## config.mk

```make
export PLATFORM = sky130hd
export DESIGN_NAME = oc8051_ifetch
export DESIGN_NICKNAME = d
export VERILOG_FILES = /design/src/rtl/oc8051_ifetch_pkg.sv /design/src/rtl/oc8051_ifetch_buf.sv /design/src/rtl/oc8051_ifetch.sv
export SDC_FILE = /design/constraint.sdc
export NUM_CORES = 1
export LEC_CHECK = 0
export ABC_CLOCK_PERIOD_IN_PS = 4860
export BUFFER_PORTS_ARGS = -buffer_cell sky130_fd_sc_hd__clkbuf_2
export CORE_UTILIZATION = 35
export DETAILED_ROUTE_END_ITERATION = 7
export PLACE_DENSITY = 0.55
export SLEW_MARGIN = 10
export SYNTH_ARGS = -nofsm -noshare
export SYNTH_HDL_FRONTEND = slang
export SYNTH_SLANG_ARGS = --single-unit
```

## constraint.sdc

```tcl
create_clock -name clk -period 4.86 [get_ports clk]
set_input_delay 0.729 -clock clk [delete_from_list [all_inputs] [get_ports clk]]
set_output_delay 0.729 -clock clk [all_outputs]
set_load 0.01 [all_outputs]
```

## src/rtl/oc8051_ifetch_pkg.sv

```systemverilog
// Shared oc8051 instruction-fetch definitions: FSM encodings, reset vector,
// ROM word geometry and a small helper for the consumer handshake.
package oc8051_ifetch_pkg;

    // Fetch FSM encodings
    localparam logic [1:0] StRun     = 2'd0;  // issuing ROM words or external requests
    localparam logic [1:0] StExt     = 2'd1;  // waiting for an external byte
    localparam logic [1:0] StExtDrop = 2'd2;  // waiting for an external byte to discard

    // Program counter value after reset
    localparam logic [15:0] RstVector = 16'h0000;

    // Bytes delivered by one internal ROM read
    localparam logic [2:0] RomWordBytes = 3'd4;

    // A consumed length of zero is treated as a single byte.
    function automatic logic [1:0] norm_len(input logic [1:0] len);
        norm_len = (len == 2'd0) ? 2'd1 : len;
    endfunction

endpackage

```

## src/rtl/oc8051_ifetch_buf.sv

```systemverilog
// Prefetch byte FIFO: push 0/1/4 bytes, pop 0..3 bytes, flush.
// Exposes the three head bytes; bytes beyond the occupancy read as zero.
module oc8051_ifetch_buf
    import oc8051_ifetch_pkg::*;
#(
    parameter int unsigned BUF_DEPTH = 8
) (
    input  logic                         clk,
    input  logic                         rst_n,
    input  logic                         flush,
    input  logic [2:0]                   push_cnt,
    input  logic [31:0]                  push_data,
    input  logic [1:0]                   pop_cnt,
    output logic [$clog2(BUF_DEPTH):0]   count,
    output logic [7:0]                   head0,
    output logic [7:0]                   head1,
    output logic [7:0]                   head2
);

    localparam int unsigned AW = $clog2(BUF_DEPTH);

    logic [7:0]    mem [BUF_DEPTH];
    logic [AW-1:0] rd_q;
    logic [AW-1:0] wr_q;
    logic [AW:0]   cnt_q;

    // Byte storage write; no reset since reads are masked by the occupancy.
    always_ff @(posedge clk) begin
        if (!flush) begin
            for (int i = 0; i < 4; i++) begin
                if (3'(i) < push_cnt) begin
                    mem[wr_q + AW'(i)] <= push_data[8*i +: 8];
                end
            end
        end
    end

    // Read/write pointers and occupancy; flush empties without moving the head.
    always_ff @(posedge clk or negedge rst_n) begin
        if (!rst_n) begin
            rd_q  <= '0;
            wr_q  <= '0;
            cnt_q <= '0;
        end else if (flush) begin
            wr_q  <= rd_q;
            cnt_q <= '0;
        end else begin
            rd_q  <= rd_q + AW'(pop_cnt);
            wr_q  <= wr_q + AW'(push_cnt);
            cnt_q <= cnt_q + (AW+1)'(push_cnt) - (AW+1)'(pop_cnt);
        end
    end

    // Head bytes, zeroed where the FIFO holds nothing valid.
    always_comb begin
        count = cnt_q;
        head0 = (cnt_q > (AW+1)'(0)) ? mem[rd_q]           : 8'h00;
        head1 = (cnt_q > (AW+1)'(1)) ? mem[rd_q + AW'(1)] : 8'h00;
        head2 = (cnt_q > (AW+1)'(2)) ? mem[rd_q + AW'(2)] : 8'h00;
    end

endmodule

```

## src/rtl/oc8051_ifetch.sv

```systemverilog
// oc8051 instruction fetch: prefetches program bytes from the internal ROM
// (4-byte words, one cycle latency) or an external byte bus into a FIFO and
// presents up to three head bytes to the decoder.
module oc8051_ifetch
    import oc8051_ifetch_pkg::*;
#(
    parameter int unsigned BUF_DEPTH = 8
) (
    input  logic        clk,
    input  logic        rst_n,
    output logic [15:0] rom_addr,
    input  logic [31:0] rom_data,
    input  logic        ea_int,
    output logic [15:0] ext_adr,
    output logic        ext_stb,
    input  logic [7:0]  ext_dat,
    input  logic        ext_ack,
    input  logic        jmp,
    input  logic [15:0] jmp_addr,
    output logic        ins_valid,
    input  logic        ins_ready,
    input  logic [1:0]  ins_len,
    output logic [7:0]  ins_op,
    output logic [7:0]  ins_op1,
    output logic [7:0]  ins_op2,
    output logic [15:0] ins_pc
);

    localparam int unsigned AW = $clog2(BUF_DEPTH);

    logic [1:0]  state_q, state_d;
    logic [15:0] fptr_q, fptr_d;
    logic [15:0] pc_q, pc_d;
    logic [15:0] ext_adr_q, ext_adr_d;
    logic        inflight_q, inflight_d;

    logic [AW:0] buf_count;
    logic [AW:0] free_bytes;
    logic [1:0]  len;
    logic        pop;
    logic [1:0]  pop_cnt;
    logic        issue_rom;
    logic        issue_ext;
    logic        rom_push;
    logic        ext_push;
    logic [2:0]  push_cnt;
    logic [31:0] push_data;

    // Issue/push/pop decode; jmp suppresses all three in its cycle.
    always_comb begin
        free_bytes = (AW+1)'(BUF_DEPTH) - buf_count;
        ins_valid  = (buf_count >= (AW+1)'(3));
        len        = norm_len(ins_len);
        pop        = ins_valid & ins_ready & ~jmp;
        pop_cnt    = pop ? len : 2'd0;
        // Only one word may be outstanding, so the free-space test never has
        // to account for bytes still on their way back from the ROM.
        issue_rom  = (state_q == StRun) & ea_int & ~inflight_q & ~jmp &
                     (free_bytes >= (AW+1)'(RomWordBytes));
        issue_ext  = (state_q == StRun) & ~ea_int & ~inflight_q & ~jmp &
                     (free_bytes >= (AW+1)'(1));
        // The returning word is discarded when a redirect lands on it.
        rom_push   = inflight_q & ~jmp;
        ext_push   = (state_q == StExt) & ext_ack & ~jmp;
        push_cnt   = rom_push ? RomWordBytes : (ext_push ? 3'd1 : 3'd0);
        push_data  = rom_push ? rom_data : {24'h000000, ext_dat};
    end

    // Fetch FSM and pointer next-state.
    always_comb begin
        state_d    = state_q;
        fptr_d     = fptr_q;
        ext_adr_d  = ext_adr_q;
        inflight_d = issue_rom;
        pc_d       = pc_q + {14'd0, pop_cnt};

        unique case (state_q)
            StRun: begin
                if (issue_rom) begin
                    fptr_d = fptr_q + {13'd0, RomWordBytes};
                end else if (issue_ext) begin
                    ext_adr_d = fptr_q;
                    state_d   = StExt;
                end
            end
            StExt: begin
                if (ext_ack) begin
                    state_d = StRun;
                    if (!jmp) begin
                        fptr_d = fptr_q + 16'd1;
                    end
                end else if (jmp) begin
                    state_d = StExtDrop;
                end
            end
            StExtDrop: begin
                if (ext_ack) begin
                    state_d = StRun;
                end
            end
            default: state_d = StRun;
        endcase

        // Redirect overrides pointer updates; ext_adr keeps the pending request.
        if (jmp) begin
            fptr_d = jmp_addr;
            pc_d   = jmp_addr;
        end
    end

    // State registers.
    always_ff @(posedge clk or negedge rst_n) begin
        if (!rst_n) begin
            state_q    <= StRun;
            fptr_q     <= RstVector;
            pc_q       <= RstVector;
            ext_adr_q  <= 16'h0000;
            inflight_q <= 1'b0;
        end else begin
            state_q    <= state_d;
            fptr_q     <= fptr_d;
            pc_q       <= pc_d;
            ext_adr_q  <= ext_adr_d;
            inflight_q <= inflight_d;
        end
    end

    // Output mapping.
    always_comb begin
        rom_addr = fptr_q;
        ext_adr  = ext_adr_q;
        ext_stb  = (state_q == StExt) || (state_q == StExtDrop);
        ins_pc   = pc_q;
    end

    oc8051_ifetch_buf #(
        .BUF_DEPTH(BUF_DEPTH)
    ) u_fifo (
        .clk      (clk),
        .rst_n    (rst_n),
        .flush    (jmp),
        .push_cnt (push_cnt),
        .push_data(push_data),
        .pop_cnt  (pop_cnt),
        .count    (buf_count),
        .head0    (ins_op),
        .head1    (ins_op1),
        .head2    (ins_op2)
    );

endmodule
```

==> results of run 1 <==
-- metal layers --
layer / GRT usage / vias up / part of all wire
li1: - / 3722 / -
met1: 0.3537 / 3727 / 0.50
met2: 0.2990 / 320 / 0.41
met3: 0.04289 / 25 / 0.075
met4: 0.04889 / 0 / 0.010
met5: 0 / - / 0
-- placed cells by master (no fill, tap or decap), types with 5 or more instances in the layout --
master,Yosys,routed
mux2i_1,27,27
nor2_1,119,119
o211ai_1,57,57
nand2b_1,6,6
nand3_1,20,20
inv_1,24,24
or3_1,7,7
a211o_1,10,10
mux2_2,18,18
xor2_1,11,11
a21oi_1,24,24
edfxtp_1,64,64
nand2_1,184,184
nor4_1,6,6
clkbuf_2,0,137
a31oi_1,73,73
inv_6,0,7
ha_1,19,19
nand4_1,5,5
dfrtp_1,61,60
xnor2_1,16,16
or4_1,7,7
clkbuf_16,0,18
mux4_2,43,43
o21ai_0,15,15
nor3_1,10,10
buf_4,2,10
-- worst register-to-register path, cell delays in order, from the launching register on --
cell,delay (ns)
dfrtp_1,0.59
inv_1,0.16
ha_1,0.37
nor4bb_1,0.71
nand2_1,0.56
o2111ai_1,0.65
-- path summary, 6_finish.rpt --
kind	to	slack (ns)	cells past startpoint
setup / recovery	u_fifo.mem[4][7]	1.43	5
hold / removal	ext_adr[1]	0.32	1
setup reg to reg	u_fifo.mem[4][7]	1.43	5
hold reg to reg	ext_adr[0]	0.51	1
max in group asynchronous	rom_addr[2]	3.59	2
min in group clk	ext_adr[0]	0.51	1
-- kinds of logic after synthesis --
logic type               Yosys count
AO/OA/AOI/OAI                    209
buffers and inverters            104
adder cells (fa/ha/maj)           22
XOR/XNOR                          27
flip-flops                       125
multiplexers                      88
AND/OR/NAND/NOR                  382
-- final cells by class --
type                    instances  share of cell area
multi-input cells             728              0.4875
flip-flops and latches        125              0.3330
repair buffers                147             0.07344
clock buffers                  20             0.04614
well taps                     330             0.03986
clock inverters                12             0.01135
inverters                      24            0.008697
-- where the power goes --
group          internal [W]  leakage, nW  switching (W)
Clock              0.000774        0.299       0.000504
Sequential          0.00138         1.30       0.000230
Combinational       0.00111         2.45        0.00139
Total               0.00326         4.05        0.00213
-- per-stage QoR --
stage,instances,setup slack [ns]
floorplan,957,1.671
global placement,1354,1.500
detailed placement,1354,1.528
CTS,1386,1.437
global route,1386,1.224
finish,1386,1.434
-- cells in the mapped netlist, drive strengths merged, types with 2 or more instances --
| library cell | count | area [µm²] |
|---|---|---|
| nand2b | 6 | 37.54 |
| nand4 | 5 | 31.28 |
| mux4 | 43 | 968.4 |
| o211ai | 57 | 427.9 |
| o311ai | 3 | 26.28 |
| a31oi | 73 | 456.7 |
| xnor2 | 16 | 140.1 |
| dfrtp | 61 | 1526 |
| o31ai | 4 | 30.03 |
| clkbuf | 46 | 172.7 |
| xor2 | 11 | 96.34 |
| nor2 | 119 | 446.7 |
| nor3 | 10 | 50.05 |
| or4 | 7 | 52.55 |
| nor4bb | 2 | 20.02 |
| a21boi | 4 | 30.03 |
| mux2i | 27 | 270.3 |
| o21ai | 16 | 80.07 |
| or3 | 7 | 43.79 |
| fa | 3 | 60.06 |
| a211oi | 3 | 22.52 |
| edfxtp | 64 | 1922 |
| nor4 | 6 | 37.54 |
| mux2 | 18 | 202.7 |
| buf | 34 | 156.4 |
| ha | 19 | 237.7 |
| and3 | 3 | 18.77 |
| inv | 24 | 90.09 |
| nand3 | 20 | 100.1 |
| nor2b | 4 | 25.02 |
| and2 | 2 | 12.51 |
| o2111ai | 4 | 35.03 |
| a211o | 10 | 87.58 |
| nand2 | 185 | 696.9 |
| a21oi | 24 | 120.1 |
-- registers in the layout, indices dropped and copies added, names as in the netlist --
name	flops
u_fifo.count	4
inflight_q	1
state_q	2
ins_pc	16
u_fifo.mem	64
ext_adr	16
rom_addr	16
u_fifo.rd_q	3
u_fifo.wr_q	3
==> metrics.csv, run 1 <==
stage,metric,value,unit
die,fp.dieH,161.5,µm
min_path,hold_class,input port to async pin,
route,vias,7794,
timing,setup_viol,0,
timing,finalHoldViolations,0,
final_layout,utilization,0.4137,
final_layout,diodes,0,
clock_network,cts-buffers-inserted,17,
clock_network,cts-root-buf,clkbuf_16,
synthesis,yosysSeqAreaShare,0.3874,
global_routing,grt_usage,0.2206,
clock_network,cts_resized,0,
critical_path,path_cells,"inv_1, ha_1, nor4bb_1, nand2_1, o2111ai_1",
synthesis,async_flop_share,0.4880,
final_layout,drive_above_1_share,0.2339,
timing,slew_headroom,0.2400,
synthesis,synth_cells,957,
final_layout,multi_input_area,5050,µm²
synthesis,synth_adder_area_share,0.03345,
critical_path,r2r_start,u_fifo.wr_q[0],
clock_network,holdBufCountCts,0,
synthesis,ys_seq_elements,125,
synthesis,mappedNetlistArea,8902,µm²
die,core,25040,µm²
global_routing,grt_pass1_vias,6959,
critical_path,worstSetupPathType,register to register,
synthesis,synth-edff-count,64,
timing,fin_crit,3.426,ns
timing,fmax,291.9,MHz
timing,grt_setup_unrepaired,false,
clock_network,htreeDepth,4,
synthesis,synth_top_family_by_area,simple AND/OR/NAND/NOR gates,
global_routing,grt_overflow,0,
die,die-area,26080,µm²
global_routing,grt_first_pass_wirelength,43980,µm
power_and_ir_drop,total_power,0.005382,W
final_layout,fillers,2424,
route,via_per_inst,5.623,
timing,whs,0.3191,ns
clock_network,cts.clk_slew.worst_paths,0.07,ns
global_routing,grt_max_degree,46,
placement,place_area,9763,µm²
critical_path,start_kind,register,
placement,gp_congestion,0.9129,
flow_run,drv_cap,0,
synthesis,synth_top_flop_cell,edfxtp_1,
critical_path,crit_required,4.89,ns
final_layout,areaGrowthSynthToFinish,16.36,%
clock_network,clkLatencyLatePin,0.42,ns
final_layout,design_area,10360,µm²
critical_path,critical_path.startpoint,u_fifo.wr_q[0],
critical_path,endpoint_kind,register,
power_and_ir_drop,ir_drop,0.2920,mV
synthesis,synthMuxAreaShare,0.1619,
timing,skew,0.01316,ns
power_and_ir_drop,p_leak,4.051,nW
clock_network,cts_sinks,125,
route,drc_errors,0,
die,rows,58,
placement,io_buffer_count,137,
die,pin_count,138,
die,die_w,161.5,µm
route,wirelength,28160,µm
final_layout,area.sequential,3450,µm²
synthesis,synth_cell_types,57,
clock_network,cts_tree,done,
route,drt_iter0_drc,818,
final_layout,final_nets,1129,
global_routing,antenna_found_initial,0,
synthesis,synth_xor_area_frac,0.02656,
route,routedWlPerCell,20.32,µm
critical_path,cp.buffers_inverters,1,
power_and_ir_drop,powerDensity,519.6,nW/µm²
clock_network,post-cts-setup-buffers,0,
critical_path,worstPathMaxFanout,17,
run_status,status,"complete, no violations",
synthesis,synth_nets,1043,
timing,finalCritPeriodShare,0.7050,
critical_path,critical-path-max-stage-delay,0.71,ns
timing,worst_pin_slew,1.131,ns
critical_path,critPathTopFamily,simple AND/OR/NAND/NOR gates,
clock_network,clockBufferDepth,2,
route,ant_nets,0,
route,first_pass_iters,5,
synthesis,synth_simple_gate_area_frac,0.1831,
critical_path,cp_slowest_cell,nor4bb_1,
critical_path,cp.arrival,3.46,ns
placement,hpwl,21220,µm
die,initial_utilization,0.3556,
synthesis,yosysWarningCount,0,
timing,tns,0,ns
synthesis,synth-compound-area-share,0.1605,
synthesis,syn_avg_cell_area,9.302,µm²
timing,slew_violations,0,
(Power assumes the default switching activity.)
==> run 2, diff against run 1 <==
--- a/config.mk
+++ b/config.mk
@@ -5,7 +5,7 @@
 export SDC_FILE = /design/constraint.sdc
 export NUM_CORES = 1
 export LEC_CHECK = 0
-export ABC_CLOCK_PERIOD_IN_PS = 4860
+export ABC_CLOCK_PERIOD_IN_PS = 3500
 export BUFFER_PORTS_ARGS = -buffer_cell sky130_fd_sc_hd__clkbuf_2
 export CORE_UTILIZATION = 35
 export DETAILED_ROUTE_END_ITERATION = 7
==> constraint.sdc (replaced) <==
create_clock -name clk -period 3.5 [get_ports clk]
set_input_delay 0.525 -clock clk [delete_from_list [all_inputs] [get_ports clk]]
set_output_delay 0.525 -clock clk [all_outputs]
set_load 0.01 [all_outputs]
==> metrics.csv, run 2 (synthesis gave the netlist of run 1 again) <==
stage,metric,value,unit
min_path,hold_class,input port to async pin,
timing,setup_viol,0,
clock_network,cts-root-buf,clkbuf_16,
timing,worst_slack,0.5320,ns
timing,skew,0.01009,ns
die,rows,58,
route,vias,7842,
clock_network,cts.clk_slew.worst_paths,0.06,ns
global_routing,grt_pass1_vias,6979,
clock_network,clockBufferDepth,2,
timing,slew_violations,0,
placement,hpwl,21400,µm
clock_network,cts_tree,done,
critical_path,endpoint_kind,register,
global_routing,grt_usage,0.2127,
power_and_ir_drop,switching_share,0.3950,
global_routing,grt_first_pass_wirelength,42260,µm
route,routedWlPerCell,19.54,µm
power_and_ir_drop,comb_power_share,0.475,
final_layout,final_common_cell,nand2_1,
final_layout,fillers,2446,
route,drc_errors,0,
timing,fmax,336.9,MHz
clock_network,cts-buffers-inserted,17,
timing,slew_headroom,0.2567,
route,first_pass_iters,5,
timing,finalHoldViolations,0,
final_layout,final_cells,1408,
placement,place_ws,0.2812,ns
power_and_ir_drop,ir_drop,0.4355,mV
clock_network,clkLatencyLatePin,0.42,ns
placement,post-place-cells,1376,
global_routing,antenna_found_initial,0,
route,drt_iter0_drc,699,
timing,fin_crit,2.968,ns
die,die_w,161.5,µm
final_layout,final_cell_mix,"nand2_1, clkbuf_2, nor2_1",
power_and_ir_drop,internal-power,0.004489,W
route,wirelength,27510,µm
clock_network,post-cts-setup-buffers,0,
placement,gp_congestion,0.8878,
timing,finalCritPeriodShare,0.8480,
placement,io_buffer_count,137,
power_and_ir_drop,p_seq_frac,0.299,
route,ant_nets,0,
final_layout,largest_register_ffs,64,
global_routing,grt_overflow,0,
route,via_per_inst,5.570,
final_layout,design_area,10500,µm²
clock_network,cts_sinks,125,
clock_network,cts_resized,0,
die,core,25040,µm²
final_layout,final_nets,1151,
critical_path,worstSetupPathType,register to register,
final_layout,areaGrowthSynthToFinish,17.95,%
die,pin_count,138,
critical_path,cp.arrival,3.28,ns
power_and_ir_drop,pwr-share-clk,0.226,
timing,worst_pin_slew,1.114,ns
final_layout,largest_register,u_fifo.mem,
critical_path,worstPathMaxFanout,6,
die,die-area,26080,µm²
clock_network,holdBufCountCts,0,
placement,place_area,9941,µm²
critical_path,start_kind,register,
timing,tns,0,ns
clock_network,htreeDepth,4,
power_and_ir_drop,p_leak,4.136,nW
die,fp.dieH,161.5,µm
flow_run,drv_cap,0,
critical_path,crit_required,3.81,ns
final_layout,drive_above_1_share,0.2486,
power_and_ir_drop,p_switching,0.002931,W
power_and_ir_drop,powerDensity,706.7,nW/µm²
final_layout,diodes,0,
die,initial_utilization,0.3556,
global_routing,grt_max_degree,62,
run_status,status,"complete, no violations",
timing,grt_setup_unrepaired,false,
## run 2: changes by cell type in the layout (fill, tap and decap cells not counted)
cell,delta
buf_12,+1
buf_4,+21
clkbuf_1,+1
clkbuf_16,-1
clkbuf_8,-1
clkinv_2,+3
clkinv_4,+2
clkinvlp_4,+1
inv_4,-1
inv_6,-4
## run 2: cell type report
| class | instances | area (µm²) | share of cell area |
|---|---|---|---|
| Sequential cell | 125 | 3450 | 0.3285 |
| Clock buffer | 19 | 442.9 | 0.04218 |
| Clock inverter | 13 | 116.4 | 0.01108 |
| Inverter | 24 | 90.09 | 0.008580 |
| Multi-Input combinational cell | 728 | 5050 | 0.4809 |
| Tap cell | 330 | 412.9 | 0.03932 |
| Timing Repair Buffer | 169 | 938.4 | 0.08937 |
## run 2: path summary, 6_finish.rpt
check                                start        endpoint  slack [ns]  depth (start not counted)
max                        u_fifo.count[1]      ins_pc[14]        0.53                         11
max in group asynchronous            rst_n  u_fifo.rd_q[0]        3.08                          2
min reg2reg                    ext_adr[11]     ext_adr[11]        0.51                          1
min                                  rst_n      ext_adr[5]        0.08                          2
min in group clk               jmp_addr[2]     rom_addr[2]        0.37                          3
max reg2reg                u_fifo.count[1]      ins_pc[14]        0.53                         11
## run 2: critical path: stages, from the launching register on
cell	delay [ns]
dfrtp_1	0.44
a211oi_1	0.12
inv_1	0.08
and3_1	0.17
a21boi_0	0.39
ha_1	0.25
inv_1	0.05
fa_1	0.44
nor4_1	0.40
nand2_1	0.12
xnor2_1	0.14
mux2_2	0.26
## run 2: per-stage QoR
| stage | total power [W] | utilization | hold WS, ns |
|---|---|---|---|
| floorplan | 0.004671 | - | 0.2294 |
| global placement | 0.005722 | 0.3971 | 0.4867 |
| detailed placement | 0.005787 | 0.3971 | 0.4961 |
| CTS | 0.007466 | 0.4194 | 0.1137 |
| global route | 0.007893 | 0.4194 | 0.1411 |
| finish | 0.007420 | 0.4194 | 0.08496 |
## run 2: metal layers
layer  part of all wire  vias up  track usage
met5                  0        -            0
met4              0.011        0      0.05532
met3              0.066       27      0.02748
met2               0.42      315       0.2949
li1                   -     3759            -
met1               0.50     3741       0.3412
## run 2: power groups by stage
stage | clock network, W | registers (W) | logic [W]
floorplan | 0 | 0.00218 | 0.00249
global placement | 0 | 0.00222 | 0.00350
detailed placement | 0 | 0.00224 | 0.00355
CTS | 0.00170 | 0.00221 | 0.00356
global route | 0.00175 | 0.00226 | 0.00388
finish | 0.00168 | 0.00222 | 0.00352
==> run 3, diff against run 2 <==
--- a/config.mk
+++ b/config.mk
@@ -5,11 +5,12 @@
 export SDC_FILE = /design/constraint.sdc
 export NUM_CORES = 1
 export LEC_CHECK = 0
-export ABC_CLOCK_PERIOD_IN_PS = 3500
+export ABC_AREA = 1
+export ABC_CLOCK_PERIOD_IN_PS = 2800
 export BUFFER_PORTS_ARGS = -buffer_cell sky130_fd_sc_hd__clkbuf_2
 export CORE_UTILIZATION = 35
 export DETAILED_ROUTE_END_ITERATION = 7
-export PLACE_DENSITY = 0.55
+export PLACE_DENSITY = 0.54
 export SLEW_MARGIN = 10
 export SYNTH_ARGS = -nofsm -noshare
 export SYNTH_HDL_FRONTEND = slang
==> constraint.sdc (replaced) <==
create_clock -name clk -period 2.8 [get_ports clk]
set_input_delay 0.42 -clock clk [delete_from_list [all_inputs] [get_ports clk]]
set_output_delay 0.42 -clock clk [all_outputs]
set_load 0.01 [all_outputs]
==> metrics.csv, run 3 <==
stage,metric,value,unit
run_status,status,"complete, but fails checks",
run_status,violations,design-rule violations,
timing,worst_pin_slew,0.9613,ns
die,pin_count,138,
global_routing,antenna_found_initial,0,
synthesis,yosysMostFrequentCell,nand2_1,
global_routing,grt_max_degree,84,
clock_network,cts-root-buf,clkbuf_16,
clock_network,clkLatencyLatePin,0.42,ns
placement,io_buffer_count,137,
synthesis,ys_top_cells_by_count,"nand2_1, o21ai_0, inv_1",
placement,hpwl,27320,µm
critical_path,cpMostUsedCell,buf_12,
timing,tns,0,ns
placement,gp_congestion,0.9542,
timing,finalCritPeriodShare,0.9411,
critical_path,rr_worst_depth,8,
final_layout,largest_register,u_fifo.mem,
synthesis,synth_top_flop_cell,edfxtp_1,
global_routing,grt_pass1_vias,8684,
final_layout,final_cell_mix,"nand2_1, o21ai_0, clkbuf_2",
critical_path,cp.arrival,2.22,ns
timing,finalHoldViolations,0,
synthesis,async_flop_share,0.4880,
global_routing,grt_usage,0.2543,
global_routing,grt_first_pass_wirelength,53660,µm
timing,grt_setup_unrepaired,false,
synthesis,syn_avg_cell_area,7.084,µm²
critical_path,cp_slowest_cell,dfrtp_2,
synthesis,synth-edff-count,64,
power_and_ir_drop,powerDensity,921.2,nW/µm²
power_and_ir_drop,ir_drop,0.4693,mV
clock_network,cts_tree,done,
timing,fin_crit,2.635,ns
clock_network,cts.clk_slew.worst_paths,0.07,ns
critical_path,endpoint_kind,output port,
critical_path,r2r_end,u_fifo.mem[3][7],
final_layout,final_common_cell,nand2_1,
min_path,hold_class,input port to async pin,
power_and_ir_drop,p_leak,5.294,nW
final_layout,area.sequential,3451,µm²
global_routing,grt_overflow,0,
synthesis,yosys.area.top_type,edfxtp_1,
critical_path,worstPathMaxFanout,42,
critical_path,start_kind,register,
route,routedWlPerCell,19.26,µm
final_layout,areaGrowthSynthToFinish,18.71,%
synthesis,synth_nets,1417,
critical_path,critical-path-max-stage-delay,0.47,ns
timing,setup_viol,0,
route,drt_iter0_drc,1131,
critical_path,crit_required,2.38,ns
route,wirelength,35110,µm
timing,skew,0.01392,ns
die,rows,59,
critical_path,path_cells,"buf_12, inv_1, buf_12, or2_2, a211oi_1, nor2_1, clkbuf_2",
final_layout,multi_input_area,5162,µm²
critical_path,cp-endpoint,ins_op1[3],
die,die-area,27600,µm²
clock_network,htreeDepth,4,
critical_path,critical_path.startpoint,u_fifo.rd_q[0],
synthesis,ys_seq_elements,125,
synthesis,mappedNetlistArea,9429,µm²
route,ant_nets,0,
die,fp.dieH,166.1,µm
synthesis,synthTopCellsByArea,"edfxtp_1, dfrtp_1, nand2_1, o21ai_0, a21oi_1",
final_layout,final_nets,1561,
timing,slew_headroom,0.3585,
die,core,26210,µm²
synthesis,yosysWarningCount,0,
route,vias,9812,
synthesis,synth_cells,1331,
synthesis,yosysSeqAreaShare,0.3657,
clock_network,cts-buffers-inserted,17,
final_layout,fillers,2678,
synthesis,synth_cell_types,51,
timing,fmax,379.5,MHz
final_layout,drive_above_1_share,0.1788,
clock_network,cts_sinks,125,
power_and_ir_drop,total_power,0.01031,W
flow_run,drv_cap,0,
synthesis,synth_top_area_frac,0.2038,
critical_path,r2r_start,u_fifo.wr_q[0],
final_layout,diodes,0,
clock_network,post-cts-setup-buffers,0,
die,die_w,166.1,µm
route,first_pass_iters,8,
final_layout,largest_register_ffs,64,
route,via_per_inst,5.382,
timing,slew_violations,0,
critical_path,rrSetupSlack,0.25,ns
route,drc_errors,13,
clock_network,clockBufferDepth,2,
die,initial_utilization,0.3598,
critical_path,worstSetupPathType,register to output port,
run 3: cell count changes in the layout (fill, tap and decap cells not counted), moves of 18 or more:
cell / delta
mux2_2: -18
nand2_1: +196
o211ai_1: -50
o21ai_0: +130
nand3_1: +50
inv_1: +105
a31oi_1: -67
mux4_2: -43
mux2i_1: -20
a21oi_1: +86
a22oi_1: +37
run 3: timing repair:
item                                    CTS  global route
hold buffers                              0             0
endpoints found under the setup margin    3            20
gates cloned                              0             1
resized for setup                         1             8
pin swaps                                 0             0
run 3: logic make-up (layout without fill, tap and decap cells):
| kind of cell | after synthesis | in the layout | share of synthesized area |
|---|---|---|---|
| simple gates | 613 | 613 | 0.2793 |
| compound gates | 358 | 358 | 0.2166 |
| buf+inv | 195 | 352 | 0.08917 |
| flops | 125 | 125 | 0.3657 |
| fa+ha+maj | 22 | 22 | 0.03158 |
| xor+xnor | 11 | 11 | 0.01022 |
| mux | 7 | 7 | 0.007431 |
run 3: metal layers:
layer	track usage	routed length, µm	vias up
met4	0.04835	237	0
li1	-	-	4763
met2	0.3638	14820	491
met1	0.4033	17200	4538
met3	0.03265	2855	20
met5	0	0	-
run 3: power by group:
group          leakage, nW  switching, W  internal [W]
registers             1.35      0.000442       0.00244
clock network        0.277      0.000890       0.00120
logic                 3.67       0.00353       0.00181
run 3: metrics by stage:
step	area (µm²)	setup slack (ns)	util	hold slack, ns	instances
6_report	11190	0.1650	0.4271	0.06265	1823
5_1_grt	11190	0.01738	0.4271	0.1026	1823
3_5_place_dp	10570	0.2179	0.4034	0.4713	1790
2_1_floorplan	9429	0.1387	-	0.1244	1331
3_3_place_gp	10570	0.2190	0.4034	0.4598	1790
4_1_cts	11130	0.01571	0.4249	0.08065	1822
run 3: worst min-delay path by stage:
stage | start | depth (start not counted) | slack, ns | end
finish | rst_n | 1 | 0.06 | ext_adr[10]
global route | rst_n | 1 | 0.10 | ext_adr[10]
CTS | rst_n | 1 | 0.08 | ext_adr[10]
detailed placement | ext_adr[1] | 2 | 0.47 | ext_adr[1]
global placement | ext_adr[1] | 2 | 0.46 | ext_adr[1]
floorplan | rst_n | 0 | 0.12 | ext_adr[0]
run 3: critical path: cells and delay by family, from the launching register on:
kind            cells  cell delay [ns]
compound gates      1             0.26
buf+inv             4             0.66
simple gates        2             0.40
flops               1             0.47
run 3: cell type report:
cell class,count,area share
Multi-Input combinational cell,1011,0.4612
Sequential cell,125,0.3083
Timing Repair Buffer,177,0.09300
Inverter,143,0.05008
Clock buffer,19,0.04047
Tap cell,335,0.03745
Clock inverter,13,0.009501
